==> src/rtl/vga_timing_gen_pkg.sv <==
// Shared VGA 640x480@60 raster geometry and the coordinate type used by every sprite stage.
// Pure declarations: no logic, no timing.
package vga_pkg;

    localparam int H_VISIBLE = 640;
    localparam int H_FRONT   = 16;
    localparam int H_SYNC    = 96;
    localparam int H_BACK    = 48;
    localparam int V_VISIBLE = 480;
    localparam int V_FRONT   = 10;
    localparam int V_SYNC    = 2;
    localparam int V_BACK    = 33;

    localparam int H_TOTAL = H_VISIBLE + H_FRONT + H_SYNC + H_BACK;
    localparam int V_TOTAL = V_VISIBLE + V_FRONT + V_SYNC + V_BACK;

    localparam int COORD_W = 10;
    typedef logic [COORD_W-1:0] coord_t;

endpackage

==> src/rtl/vga_timing_gen_if.sv <==
// Raster timing bundle: coordinates, display-enable, syncs and frame strobes.
// master = timing generator, slave = renderer stages consuming the raster.
interface vga_timing_gen_if #(
    parameter int FCNT_W = 8
) ();
    import vga_pkg::*;

    coord_t              DrawX;
    coord_t              DrawY;
    logic                blank;
    logic                hs;
    logic                vs;
    logic                frame_start;
    logic [FCNT_W-1:0]   frame_count;

    modport master (
        output DrawX, DrawY, blank, hs, vs, frame_start, frame_count
    );

    modport slave (
        input  DrawX, DrawY, blank, hs, vs, frame_start, frame_count
    );

endinterface

==> src/rtl/vga_timing_gen_sync_window.sv <==
// Half-open range test lo <= value < hi, shared by the hs, vs and blank decodes.
// Purely combinational; no state, no backpressure.
module sync_window
    import vga_pkg::*;
(
    input  coord_t lo,
    input  coord_t hi,
    input  coord_t value,
    output logic   in_range
);

    assign in_range = (value >= lo) && (value < hi);

endmodule

==> src/rtl/vga_timing_gen.sv <==
// Free-running VGA raster generator: cascaded H/V counters with every output registered.
// Outputs describe the pixel held in DrawX/DrawY; no backpressure, advances every pixel clock.
module vga_timing_gen #(
    parameter int H_VISIBLE = vga_pkg::H_VISIBLE,
    parameter int H_FRONT   = vga_pkg::H_FRONT,
    parameter int H_SYNC    = vga_pkg::H_SYNC,
    parameter int H_BACK    = vga_pkg::H_BACK,
    parameter int V_VISIBLE = vga_pkg::V_VISIBLE,
    parameter int V_FRONT   = vga_pkg::V_FRONT,
    parameter int V_SYNC    = vga_pkg::V_SYNC,
    parameter int V_BACK    = vga_pkg::V_BACK,
    parameter int FCNT_W    = 8
) (
    input  logic                    vga_clk,
    input  logic                    reset_n,
    vga_timing_gen_if.master        vga
);

    localparam int H_TOTAL = H_VISIBLE + H_FRONT + H_SYNC + H_BACK;
    localparam int V_TOTAL = V_VISIBLE + V_FRONT + V_SYNC + V_BACK;

    localparam vga_pkg::coord_t H_LAST = vga_pkg::coord_t'(H_TOTAL - 1);
    localparam vga_pkg::coord_t V_LAST = vga_pkg::coord_t'(V_TOTAL - 1);
    localparam vga_pkg::coord_t H_VIS  = vga_pkg::coord_t'(H_VISIBLE);
    localparam vga_pkg::coord_t V_VIS  = vga_pkg::coord_t'(V_VISIBLE);
    localparam vga_pkg::coord_t HS_LO  = vga_pkg::coord_t'(H_VISIBLE + H_FRONT);
    localparam vga_pkg::coord_t HS_HI  = vga_pkg::coord_t'(H_VISIBLE + H_FRONT + H_SYNC);
    localparam vga_pkg::coord_t VS_LO  = vga_pkg::coord_t'(V_VISIBLE + V_FRONT);
    localparam vga_pkg::coord_t VS_HI  = vga_pkg::coord_t'(V_VISIBLE + V_FRONT + V_SYNC);
    localparam logic [FCNT_W-1:0] FC_ONE = {{(FCNT_W-1){1'b0}}, 1'b1};

    vga_pkg::coord_t x_nxt;
    vga_pkg::coord_t y_nxt;
    logic            frame_wrap;
    logic            hs_win;
    logic            vs_win;
    logic            h_vis;
    logic            v_vis;

    always_comb begin
        x_nxt = vga.DrawX + vga_pkg::coord_t'(1);
        y_nxt = vga.DrawY;
        if (vga.DrawX == H_LAST) begin
            x_nxt = '0;
            y_nxt = (vga.DrawY == V_LAST) ? '0 : vga.DrawY + vga_pkg::coord_t'(1);
        end
    end

    // Reset parks the raster at (0,0) with frame_start low, so the first frame never strobes.
    assign frame_wrap = (x_nxt == '0) && (y_nxt == '0);

    // Decodes look at the next position so the registered flags line up with DrawX/DrawY.
    sync_window u_hs_win (.lo(HS_LO), .hi(HS_HI), .value(x_nxt), .in_range(hs_win));
    sync_window u_vs_win (.lo(VS_LO), .hi(VS_HI), .value(y_nxt), .in_range(vs_win));
    sync_window u_h_vis  (.lo('0),    .hi(H_VIS), .value(x_nxt), .in_range(h_vis));
    sync_window u_v_vis  (.lo('0),    .hi(V_VIS), .value(y_nxt), .in_range(v_vis));

    always_ff @(posedge vga_clk or negedge reset_n) begin
        if (!reset_n) begin
            vga.DrawX       <= '0;
            vga.DrawY       <= '0;
            vga.blank       <= 1'b0;
            vga.hs          <= 1'b1;
            vga.vs          <= 1'b1;
            vga.frame_start <= 1'b0;
            vga.frame_count <= '0;
        end else begin
            vga.DrawX       <= x_nxt;
            vga.DrawY       <= y_nxt;
            vga.blank       <= h_vis && v_vis;
            vga.hs          <= ~hs_win;
            vga.vs          <= ~vs_win;
            vga.frame_start <= frame_wrap;
            if (frame_wrap) begin
                vga.frame_count <= vga.frame_count + FC_ONE;
            end
        end
    end

endmodule

==> src/flat_wrapper.sv <==
// flat-port wrapper written by rule: the top's interface ports become plain ports
module vga_timing_gen_flat 
#(
    parameter int H_VISIBLE = vga_pkg::H_VISIBLE,
    parameter int H_FRONT   = vga_pkg::H_FRONT,
    parameter int H_SYNC    = vga_pkg::H_SYNC,
    parameter int H_BACK    = vga_pkg::H_BACK,
    parameter int V_VISIBLE = vga_pkg::V_VISIBLE,
    parameter int V_FRONT   = vga_pkg::V_FRONT,
    parameter int V_SYNC    = vga_pkg::V_SYNC,
    parameter int V_BACK    = vga_pkg::V_BACK,
    parameter int FCNT_W    = 8
)
  (vga_clk, reset_n, vga_DrawX, vga_DrawY, vga_blank, vga_hs, vga_vs, vga_frame_start, vga_frame_count);
  vga_timing_gen_if #(.FCNT_W(FCNT_W)) vga_i ();
  input  logic vga_clk;
  input  logic reset_n;
  output wire logic [$bits(vga_i.DrawX)-1:0] vga_DrawX;
  output wire logic [$bits(vga_i.DrawY)-1:0] vga_DrawY;
  output wire logic [$bits(vga_i.blank)-1:0] vga_blank;
  output wire logic [$bits(vga_i.hs)-1:0] vga_hs;
  output wire logic [$bits(vga_i.vs)-1:0] vga_vs;
  output wire logic [$bits(vga_i.frame_start)-1:0] vga_frame_start;
  output wire logic [$bits(vga_i.frame_count)-1:0] vga_frame_count;
  assign vga_DrawX = vga_i.DrawX;
  assign vga_DrawY = vga_i.DrawY;
  assign vga_blank = vga_i.blank;
  assign vga_hs = vga_i.hs;
  assign vga_vs = vga_i.vs;
  assign vga_frame_start = vga_i.frame_start;
  assign vga_frame_count = vga_i.frame_count;
  vga_timing_gen #(.H_VISIBLE(H_VISIBLE), .H_FRONT(H_FRONT), .H_SYNC(H_SYNC), .H_BACK(H_BACK), .V_VISIBLE(V_VISIBLE), .V_FRONT(V_FRONT), .V_SYNC(V_SYNC), .V_BACK(V_BACK), .FCNT_W(FCNT_W)) u_core (.vga_clk(vga_clk), .reset_n(reset_n), .vga(vga_i));
endmodule
==> config.mk <==
export PLATFORM = sky130hd
export DESIGN_NAME = vga_timing_gen_flat
export DESIGN_NICKNAME = d
export VERILOG_FILES = /design/src/rtl/vga_timing_gen_pkg.sv /design/src/rtl/vga_timing_gen_if.sv /design/src/rtl/vga_timing_gen_sync_window.sv /design/src/rtl/vga_timing_gen.sv /design/src/flat_wrapper.sv
export SDC_FILE = /design/constraint.sdc
export NUM_CORES = 1
export LEC_CHECK = 0
export ABC_AREA = 1
export CAP_MARGIN = 40
export CORE_UTILIZATION = 50
export DETAILED_ROUTE_END_ITERATION = 6
export PLACE_DENSITY = 0.76
export SLEW_MARGIN = 20
export SYNTH_ARGS = -nofsm -noshare
export SYNTH_HDL_FRONTEND = slang
export SYNTH_SLANG_ARGS = --single-unit
export TNS_END_PERCENT = 10
==> constraint.sdc <==
create_clock -name vga_clk -period 2.4 [get_ports vga_clk]
set_input_delay 0.72 -clock vga_clk [delete_from_list [all_inputs] [get_ports vga_clk]]
set_output_delay 0.72 -clock vga_clk [all_outputs]
set_load 0.05 [all_outputs]
---- Yosys cells after proc, flatten, opt, wreduce, memory -nomap -nowiden ----
Cells that the tools add are included.
cells by class
  add/subtract/negate cells ............... 3
  magnitude comparators ................... 8
  equality and inequality tests ........... 2
  muxes and demuxes ....................... 3
  bitwise gates (word level) .............. 2
  reduce and logical (&&, ||, !) cells .... 8
operators by type and width
  kind                                                                                   number
  10-bit two-way mux                                                                     3
  10-bit by 1-bit adder with 10-bit output (second input constant)                       2
  10-bit equality test (second input constant)                                           2
  10-bit by 1-bit greater-or-equal comparator with 1-bit output (second input constant)  2
  10-bit logical NOT                                                                     2
  10-bit less-than comparator (second input constant)                                    2
  10-bit by 9-bit less-than comparator with 1-bit output (second input constant)         2
  10-bit greater-or-equal comparator (second input constant)                             1
  10-bit by 9-bit greater-or-equal comparator with 1-bit output (second input constant)  1
  8-bit by 1-bit adder with 8-bit output (second input constant)                         1
  1-bit logical AND                                                                      6
  1-bit inverter                                                                         2
storage, ports and cells
  register bits ........................... 32
  input bits .............................. 2
  output and inout bits ................... 32

---- Longest topological paths before layout ----
  word-level depth ........................ 6
  mapped depth ............................ 16
  gate-level depth less buffers ........... 15

---- Hierarchy ----
From an unflattened synthesis, not the netlist that was laid out.
second synthesis, totals
  cells, all modules ...................... 622
  area total of the unflattened synthesis .. 4011.3 um^2
by module, submodules not included
  module          instances  cells each  area each (um^2)  seq. area each (um^2)
  sync_window     4          91          528.0             0.0
  vga_timing_gen  1          258         1899.3            803.3

---- Least setup slack after synthesis ----
OpenSTA, ideal clock, no wires.
  path type ............................... flip-flop to flip-flop
  start ................................... reg u_core.vga.DrawX[0]
  end ..................................... reg u_core.vga.frame_count[2]
  setup time .............................. 0.120 ns
  arrival time ............................ 2.134 ns
  required time ........................... 2.280 ns
  path slack .............................. 0.146 ns
  cell stages (with the launch flop) ...... 11
  path buffers ............................ 0
  cell sequence ........................... dfrtp_1 ha_1 nand2_2 nor2_8 nand2_2 nand3_2 nand3_1 nor3_4 nand3_4 nand2_1 nand2_1
between the ends
  longest elaborated chain between the ends .. 4
  elaborated cells on any way between the ends .. 7
ends and longest elaborated chain
  element                                                                           line                                        text
  start, declared                                                                   vga_timing_gen_if.sv:17                     output DrawX, DrawY, blank, hs, vs, frame_start, frame_count
  start signal, assigned                                                            vga_timing_gen.sv:68                        vga.DrawX <= x_nxt;
  10-bit by 1-bit adder with 10-bit output or 10-bit equality test (tied branches)  vga_timing_gen.sv:41, vga_timing_gen.sv:43
  10-bit two-way mux                                                                vga_timing_gen.sv:43                        if (vga.DrawX == H_LAST) begin
  10-bit logical NOT                                                                vga_timing_gen.sv:50                        assign frame_wrap = (x_nxt == '0) && (y_nxt == '0);
  1-bit logical AND (*)                                                             vga_timing_gen.sv:50
  end signal, assigned                                                              vga_timing_gen.sv:75                        vga.frame_count <= vga.frame_count + FC_ONE;
  end, declared                                                                     vga_timing_gen_if.sv:17
Every way passes the cells marked *; elsewhere a longest branch is shown, timed or not.
A chain may end at the register's enable or synchronous reset.

---- Worst setup path after layout ----
  start ................................... reg u_core.vga.DrawY[4]
  end ..................................... out vga_DrawY[4]
RTL lines
  element                 line                     text
  start, declared         vga_timing_gen_if.sv:17
  start signal, assigned  vga_timing_gen.sv:69     vga.DrawY <= y_nxt;
  end, declared           flat_wrapper.sv:19       output wire logic [$bits(vga_i.DrawY)-1:0] vga_DrawY;
No word-level cell between the ends.

==> results_dict.tcl <==
set metrics [dict create \
    crit_path_max_incr_delay_ns 0.85 \
    drcViolationCount 0 \
    initial_utilization_pct 53.5 \
    setup_slack_ns 0.0507 \
    slew_headroom_pct 66.4 \
    root_buffer "clkbuf_8" \
    synth_nets 270 \
    num_antenna_cells 0 \
    row_count 22 \
    crit_fanout 7 \
    max_freq_mhz 426 \
    dp_worst_setup_slack_ns 0.258 \
    end_kind "output pin" \
    vias 1890 \
    critPathTopFamily "buffers and inverters" \
    ys_warn_count 0 \
    worstMarginPinSlew_ns 0.502 \
    ys_seq_area_share_pct 40.1 \
    synthArstFlopShare_pct 100 \
    wire_per_inst_um 12.7 \
    fin_skew_ns 0.0108 \
    synth.largest_area_cell "dfrtp_1" \
    worst-setup-path-type "reg2out" \
    cts-htree-levels 2 \
    clockBufferDepth 2 \
    p_per_area_mw_per_mm2 442 \
    routabilityCongestion 0.849 \
    ys_types 31 \
    final_cell_area_mm2 0.00254 \
    clk_pin_slew_worst_paths_ns 0.07 \
    via_per_inst 5.32 \
    yosysTopAreaCellShare_pct 37.5 \
    synth.avg_cell_area_um2 7.59 \
    path_buf_inv 1 \
    power_uw 1120 \
    drtPass1Iterations 4 \
    nets 312 \
    grtUsageTotal_pct 24.2 \
    peakVddDrop_mv 0.391 \
    placed_cell_area_mm2 0.00241 \
    yosys-top-cells-area "dfrtp_1 37%, nand2_1 15%, inv_1 6.2%" \
    die_area_mm2 0.00426 \
    ff2ff_path_depth 12 \
    hp-start "u_core.vga.frame_count[7]" \
    synth_flop_cell "dfrtp_1" \
    status "finished, final reports clean" \
    synth_edf_count 0 \
    fin_setup_tns_ns 0 \
    grt_pass1_wl_um 7940 \
    grt_pass1_vias 1811 \
    postRouteWirelength_um 4500 \
    cts_buffers 5 \
    r2r-end "u_core.vga.frame_count[2]" \
    start_kind "register" \
    cts_resized 0 \
    finalCritPeriodShare_pct 97.9 \
    antenna_left 0 \
    port_buffers 33 \
    synth.most_common_cell "nand2_1" \
    path_cells "clkdlybuf4s50_1" \
    core_area_mm2 0.00374 \
    hold_viol_final 0 \
    cp.required_ns 1.68 \
    hold_end "u_core.vga.frame_count[7]" \
    hold_buffers 0 \
    die_y_um 65.3 \
    clock_latency_ns 0.29 \
    syn_to_final_growth_pct 26.6 \
    post-dp-hpwl_um 3220 \
    power.leakage_uw 0.00133 \
    num_io_pins 34 \
    setup_viol 0 \
    crit_slowest_cell "clkdlybuf4s50_1" \
    drtIter0Drc 135 \
    overflow 0 \
    maxCapViolations 0 \
    reg2reg_setup_slack_ns 0.27 \
    crit_arrival_ns 1.63 \
    slew_viol_final 0 \
    layout-drive-gt1-share_pct 15.0 \
    netlist_instances 264 \
    syn_area_mm2 0.00200 \
    grt_max_degree 33 \
    cts.sinks 32 \
    grt_setup_unrepaired "no" \
    whs_path_depth 2 \
    synth_seq_cells 32 \
    fp.dieW_um 65.3 \
    rr_startpoint "u_core.vga.DrawX[0]" \
    cts_tree "done" \
    hp-class "reg2reg" \
    postCtsSetupBuffers 0 \
    yosys-top-cells-count "82 x nand2_1, 33 x inv_1, 30 x dfrtp_1" \
    antenna_found_initial 0 \
    fin_crit_ns 2.35 \
    path_depth 1 \
]
## flip-flops by register name, summed over array words and instances, names as in the netlist
signal	flops
u_core.vga.frame_count	8
u_core.vga.DrawY	10
u_core.vga.frame_start	1
u_core.vga.DrawX	10
u_core.vga.hs	1
u_core.vga.blank	1
u_core.vga.vs	1
## metal layers
layer  part of all wire, %  vias to the layer above  wire length [um]  global-route usage [%]
li1                      -                      933                 -                       -
met1                    46                      880              2070                    30.7
met2                    47                       65              2100                    39.6
met3                   5.4                       12               242                    6.08
met4                   2.0                        0                90                    9.24
met5                     0                        -                 0                       0
## area by class of cell
class	instances	area (um2)
tap	48	60.1
timing repair buffer	36	350
inverter	39	148
clock buffer	7	96.3
fill	311	1210
clock inverter	1	30.0
sequential	32	805
multi-input combinational	192	1050
## cell usage in the layout, fill, tap and decap left out, types with 2 or more instances in the layout
cell type / synthesis / final
buf_4: 0 / 4
clkbuf_8: 0 / 7
clkdlybuf4s50_1: 0 / 32
dfrtp_1: 30 / 29
dfstp_2: 2 / 2
ha_1: 4 / 4
inv_1: 33 / 33
inv_2: 4 / 4
nand2_1: 82 / 82
nand2_2: 9 / 9
nand3_1: 23 / 23
nand3_2: 3 / 3
nand3_4: 2 / 2
nand4_1: 16 / 16
nor2_1: 22 / 22
nor2_2: 2 / 2
nor2_4: 2 / 2
nor2_8: 2 / 2
nor3_1: 3 / 3
o21ai_0: 3 / 3
o21ai_2: 2 / 2
o21bai_1: 3 / 3
xnor2_1: 3 / 3
xor2_1: 4 / 4
## where the power goes
group	switching [uW]	total [uW]	internal [uW]
clock network	202	568	366
logic	10.0	12.5	2.49
registers	0	539	539
## logic make-up after synthesis
group	Yosys count	synth area share, %
buffers and inverters	40	7.62
AND/OR/NAND/NOR	172	43.7
flip-flops	32	40.1
adder cells (fa/ha/maj)	4	2.50
XOR/XNOR	7	3.06
AO/OA/AOI/OAI	9	3.00
## per-stage QoR
step	hold WS [ns]	util, %	instances
final	0.532	67.7	355
after CTS	0.535	67.7	355
after global routing	0.587	67.7	355
after floorplan	0.424	-	264
after global placement	0.511	64.3	347
after detailed placement	0.514	64.3	347
## worst max-delay path by stage
stage / startpoint / to / slack [ns]
after global placement: u_core.vga.DrawY[0] / u_core.vga.frame_count[5] / 0.30
after global routing: u_core.vga.DrawY[4] / vga_DrawY[4] / 0.007
after CTS: u_core.vga.DrawY[2] / vga_DrawY[2] / 0.05
after detailed placement: u_core.vga.DrawY[0] / u_core.vga.frame_count[4] / 0.26
final: u_core.vga.DrawY[4] / vga_DrawY[4] / 0.05
after floorplan: u_core.vga.DrawX[0] / u_core.vga.frame_count[2] / 0.15
(Power assumes the default switching activity.)
